--- src/rtl/seq_det_pkg.sv ---
// Shared definitions for the programmable serial pattern detector:
// the FSM state encoding and the pattern-length legality check.
package seq_det_pkg;

  typedef enum logic [1:0] {
    ST_IDLE = 2'd0,
    ST_HUNT = 2'd1,
    ST_HIT  = 2'd2
  } state_t;

  localparam logic [1:0] STATE_IDLE = 2'd0;
  localparam logic [1:0] STATE_HUNT = 2'd1;
  localparam logic [1:0] STATE_HIT  = 2'd2;

  // A length is usable only if it selects at least one bit and fits the history.
  function automatic logic len_legal(input int unsigned len, input int unsigned max_len);
    return (len >= 32'd1) && (len <= max_len);
  endfunction

endpackage

--- src/rtl/sat_counter.sv ---
// Up-counter with synchronous clear that sticks at all-ones instead of wrapping.
module sat_counter #(
  parameter int W = 8
) (
  input  logic         clk,
  input  logic         rst,
  input  logic         clr,
  input  logic         inc,
  output logic [W-1:0] count
);

  logic [W-1:0] count_q;
  logic [W-1:0] count_d;

  always_comb begin
    count_d = count_q;
    if (clr) begin
      count_d = '0;
    end else if (inc && (count_q != {W{1'b1}})) begin
      count_d = count_q + W'(1);
    end
  end

  always_ff @(posedge clk or posedge rst) begin
    if (rst) begin
      count_q <= '0;
    end else begin
      count_q <= count_d;
    end
  end

  assign count = count_q;

endmodule

--- src/rtl/seq_pattern_det.sv ---
// Run-time programmable serial pattern detector: compares the last len accepted
// bits against a loaded pattern, flags matches as a Moore output and counts them.
module seq_pattern_det
  import seq_det_pkg::*;
#(
  parameter int MAX_LEN = 8,
  parameter int CNT_W   = 8,
  parameter int LEN_W   = $clog2(MAX_LEN + 1)
) (
  input  logic               clk,
  input  logic               rst,
  input  logic               din,
  input  logic               din_valid,
  input  logic               cfg_load,
  input  logic [MAX_LEN-1:0] cfg_pattern,
  input  logic [LEN_W-1:0]   cfg_len,
  input  logic               cfg_overlap,
  output logic               dout,
  output logic [CNT_W-1:0]   match_count,
  output logic               cfg_err,
  output logic               armed
);

  state_t             state_q, state_d;
  logic [MAX_LEN-1:0] hist_q, hist_d;
  logic [LEN_W-1:0]   fill_q, fill_d;
  logic [MAX_LEN-1:0] pat_q, pat_d;
  logic [LEN_W-1:0]   len_q, len_d;
  logic               ovl_q, ovl_d;
  logic               err_q, err_d;

  logic               load_legal;
  logic               accept;
  logic               match;
  logic [MAX_LEN-1:0] hist_shift;
  logic [MAX_LEN-1:0] len_mask;
  logic               count_clr;
  logic               count_inc;

  assign load_legal = len_legal(32'(cfg_len), MAX_LEN);
  // A load in the same cycle drops the sample; IDLE never looks at the stream.
  assign accept     = din_valid && !cfg_load && (state_q != ST_IDLE);
  assign hist_shift = {hist_q[MAX_LEN-2:0], din};

  always_comb begin
    len_mask = '0;
    for (int i = 0; i < MAX_LEN; i++) begin
      len_mask[i] = (i < int'(len_q));
    end
  end

  assign match = accept
              && (({1'b0, fill_q} + {{LEN_W{1'b0}}, 1'b1}) >= {1'b0, len_q})
              && (((hist_shift ^ pat_q) & len_mask) == '0);

  always_comb begin
    state_d = state_q;
    hist_d  = hist_q;
    fill_d  = fill_q;
    pat_d   = pat_q;
    len_d   = len_q;
    ovl_d   = ovl_q;
    err_d   = err_q;

    if (cfg_load) begin
      err_d  = !load_legal;
      hist_d = '0;
      fill_d = '0;
      if (load_legal) begin
        pat_d   = cfg_pattern;
        len_d   = cfg_len;
        ovl_d   = cfg_overlap;
        state_d = ST_HUNT;
      end else begin
        state_d = ST_IDLE;
      end
    end else begin
      case (state_q)
        ST_HUNT, ST_HIT: state_d = match ? ST_HIT : ST_HUNT;
        default:         state_d = ST_IDLE;
      endcase

      if (accept) begin
        hist_d = hist_shift;
        // Non-overlapping mode restarts the fill so the next hit needs len new bits.
        if (match && !ovl_q) begin
          fill_d = '0;
        end else if (fill_q != LEN_W'(MAX_LEN)) begin
          fill_d = fill_q + LEN_W'(1);
        end
      end
    end
  end

  always_ff @(posedge clk or posedge rst) begin
    if (rst) begin
      state_q <= ST_IDLE;
      hist_q  <= '0;
      fill_q  <= '0;
      pat_q   <= '0;
      len_q   <= '0;
      ovl_q   <= 1'b0;
      err_q   <= 1'b0;
    end else begin
      state_q <= state_d;
      hist_q  <= hist_d;
      fill_q  <= fill_d;
      pat_q   <= pat_d;
      len_q   <= len_d;
      ovl_q   <= ovl_d;
      err_q   <= err_d;
    end
  end

  assign count_clr = cfg_load;
  assign count_inc = (state_d == ST_HIT);

  sat_counter #(
    .W(CNT_W)
  ) u_match_cnt (
    .clk  (clk),
    .rst  (rst),
    .clr  (count_clr),
    .inc  (count_inc),
    .count(match_count)
  );

  assign dout    = (state_q == ST_HIT);
  assign armed   = (state_q != ST_IDLE);
  assign cfg_err = err_q;

endmodule
--- config.mk ---
export PLATFORM = sky130hd
export DESIGN_NAME = seq_pattern_det
export DESIGN_NICKNAME = d
export VERILOG_FILES = /design/src/rtl/seq_det_pkg.sv /design/src/rtl/sat_counter.sv /design/src/rtl/seq_pattern_det.sv
export SDC_FILE = /design/constraint.sdc
export NUM_CORES = 1
export LEC_CHECK = 0
export ABC_AREA = 1
export BUFFER_PORTS_ARGS = -buffer_cell sky130_fd_sc_hd__buf_2
export CAP_MARGIN = 20
export CORE_UTILIZATION = 61
export CTS_CLUSTER_DIAMETER = 120
export DETAILED_ROUTE_END_ITERATION = 8
export HOLD_SLACK_MARGIN = 0.1
export PLACE_DENSITY = 0.87
export SLEW_MARGIN = 20
export SYNTH_ARGS = -nofsm -noshare
export SYNTH_HDL_FRONTEND = slang
export SYNTH_SLANG_ARGS = --single-unit
--- constraint.sdc ---
create_clock -name clk -period 3.7 [get_ports clk]
set_input_delay 1.11 -clock clk [delete_from_list [all_inputs] [get_ports clk]]
set_output_delay 1.11 -clock clk [all_outputs]
set_load 0.02 [all_outputs]
==> key figures <==
Run status
  – Status: completed

Yosys
  – Commonest cells in the netlist: nand2_1 (64), inv_1 (38), dfrtp_1 (35)
  – Most numerous cell in the Yosys netlist: nand2_1
  – Yosys top cell by area: dfrtp_1
  – Gate Count Post-Synth: roughly 260
  – Top_reg_cell synth: dfrtp_1
  – Synth area leaders: dfrtp_1 (43%), nand2_1 (12%), inv_1 (7.1%)
  – FFs w/ async S/R, synth: 1.00
  – Synthesized area: 2020 µm²
  – Seq cells post-synth: 35
  – Post-synth top area share: 0.434
  – Post-synth cell types: 28
  – Sequential cell area fraction in the yosys report: 0.434
  – Ys Warns: 0
  – Synth Net Count: between 200 and 300
  – Post-synth EDFFs: 0
  – Syn Area/Cell: approximately 7.8 µm²

Power and ir drop
  – Maximum vdd drop: roughly 0.00026 V
  – Seq pwr share: 0.515
  – Pwr Density: 377 nW/µm²
  – Net Sw Frac: 0.327
  – Combinational share of power: 0.216
  – Total power draw: 0.852 mW
  – P_int: around 0.57 mW
  – Clock power share: 0.269
  – Psw: ~0.28 mW
  – Leakage Power: roughly 1.2 nW

Die
  – Row cnt: 20
  – I/O pin cnt: 29
  – Core area: between 3000 and 4000 µm²
  – Die Span Y: about 60 µm
  – Die width: between 50 and 60 µm
  – Die area: between 3000 and 4000 µm²
  – Initial Util: 0.650

Place
  – Placement-stage cell area: 2190 µm²
  – Post-place setup slack: about 1.1 ns
  – Detailed placer's ending HPWL: between 2000 and 3000 µm
  – Final Wtd Congestion: approximately 0.85
  – Port Buffer Count: 28
  – Placed Instances: approximately 330

Finish
  – Fin util: 0.729
  – Diodes inserted: 0
  – Final cell count without fillers: approximately 340
  – Fraction of layout cells with a size suffix above 1: 0.203
  – Syn-to-layout area delta: 12.0%
  – Post-Layout Inst Area: approximately 2300 µm²
  – FILL cells: 264
  – # nets final: between 300 and 400

STA
  – FMAX: 0.424 GHz
  – Hold_ws: roughly 0.53 ns
  – Max Slew Vio Count: 0
  – Worst setup margin: 1.34 ns
  – Crit share post-route: 0.637
  – Tmin final: between 2 and 2.5 ns
  – Final clock skew: approximately 0.0084 ns
  – Hold Vio Cnt, Final: 0
  – Slew margin rel.: 0.343
  – Fin Setup TNS: 0 ns
  – Final setup viols: 0
  – Tightest Pin Transition: 0.985 ns
  – RSZ-0062 raised after global routing: no

CTS
  – CTS tree: built
  – Max clock buf depth: 2
  – Clk slew on worst S/H paths: 0.12 ns
  – Number of setup buffers added after CTS: 0
  – Clock sink count: 35
  – Max H-tree Level: 2
  – Number of CTS-inserted buffers: 5
  – Latest clock arrival within the worst-skew pair: between 0.3 and 0.4 ns
  – Hold Buf Count CTS: 0
  – Root Buffer: clkbuf_4
  – Post-CTS Resized: 0

Setup path
  – Setup crit start kind: flop
  – Worst-path maximum fanout: 14
  – CP endpoint kind: flop
  – CP Class: flop to flop
  – Critical Path AT: 2.59 ns
  – RR Startpoint: fill_q[0]
  – Worst setup startpoint: fill_q[0]
  – Worst EP required: 3.93 ns

Route
  – Wirelength per Cell: between 10 and 15 µm
  – DR vias/cell: between 5 and 6
  – First-pass detailed-route iteration total: 4
  – DRT iter0 DRCs: 90
  – Routed Antenna Nets: 0
  – DRC violations left: 0
  – WL final: just under 4000 µm
  – Via count: 1734

Hold path
  – Worst Hold Class: flop to flop
  – Launch point of the worst hold path: cfg_err

Global routing
  – Largest net degree at the start of global routing: 36
  – Vias in the first global route: roughly 1.6k
  – First-pass GRT wire length: ~7000 µm
  – Antenna violations before repair: 0
  – GRT Util Overall: 0.259
  – Grt ovf: 0

Run
  – Number of max-cap violations: 0
[worst paths after layout]
check | to | cells after the start | slack (ns)
worst min-delay path | cfg_err | 1 | 0.53
min in group asynchronous | u_match_cnt.count[6] | 3 | 0.84
worst min register to register | cfg_err | 1 | 0.53
max in group asynchronous | len_q[0] | 3 | 2.55
worst max register to register | u_match_cnt.count[4] | 12 | 1.34
worst max-delay path | u_match_cnt.count[4] | 12 | 1.34
[area by class of cell]
| class | count | area (µm²) | area share |
|---|---|---|---|
| inverter | 46 | 173 | 0.0764 |
| multi-input combinational | 173 | 942 | 0.417 |
| sequential | 35 | 876 | 0.387 |
| timing repair buffer | 29 | 148 | 0.0653 |
| clock inverter | 2 | 16.3 | 0.00719 |
| tap | 44 | 55.1 | 0.0243 |
| clock buffer | 6 | 51.3 | 0.0227 |
[cells in the final DEF (no fill, tap or decap)]
master,Yosys,layout
nand2_1,64,64
inv_1,38,38
dfrtp_1,35,35
buf_2,1,28
nor2_1,23,23
nand3_1,21,21
a21oi_1,9,9
ha_1,9,9
inv_2,8,8
o22ai_1,7,7
o21ai_1,6,6
nand3_2,6,6
xor2_1,5,5
clkbuf_4,0,5
nor2_2,4,4
nor3b_1,3,3
o21ai_2,3,3
mux2_1,3,3
o21ai_0,2,2
nor3_1,2,2
nor2_4,1,1
nand4_1,1,1
xnor2_1,1,1
nor4_1,1,1
o21a_1,1,1
o21bai_1,1,1
clkbuf_8,0,1
clkinvlp_4,0,1
clkinv_4,0,1
buf_4,0,1
[worst max-delay path: stages (launching register included)]
cell	delay [ns]
dfrtp_1	0.47
ha_1	0.26
xor2_1	0.17
ha_1	0.32
nand2_1	0.06
inv_1	0.05
nand3_1	0.08
nand4_1	0.08
nand3_1	0.11
nor2_2	0.15
nand3_2	0.27
nand3_1	0.16
o21ai_1	0.08
[layer usage]
metal	vias up	track usage	part of all wire
met5	-	0	0
met4	0	0.0764	0.014
met3	9	0.0480	0.031
met2	31	0.430	0.48
met1	813	0.348	0.48
li1	881	-	-
[power groups by stage]
stage	Sequential, mW	Clock [mW]	Combinational [mW]
final	0.439	0.229	0.184
after CTS	0.439	0.233	0.185
after global placement	0.445	0	0.174
after global routing	0.443	0.246	0.215
after detailed placement	0.446	0	0.184
after floorplan	0.440	0	0.138
[registers in the layout, indices dropped and copies added (netlist names)]
signal and flops:
pat_q 8, cfg_err 1, len_q 4, state_q 2, hist_q 7, fill_q 4, ovl_q 1, u_match_cnt.count 8
[logic make-up (layout without fill, tap and decap cells)]
kind of cell    after synthesis  count (layout)  synth area share
simple gates                126             126             0.284
flops                        35              35             0.434
fa+ha+maj                     9               9            0.0558
mux                           3               3            0.0167
xor+xnor                      6               6            0.0260
buf+inv                      51              83            0.0992
compound gates               29              29            0.0843
Note: power is estimated with default switching activity, not from simulation.
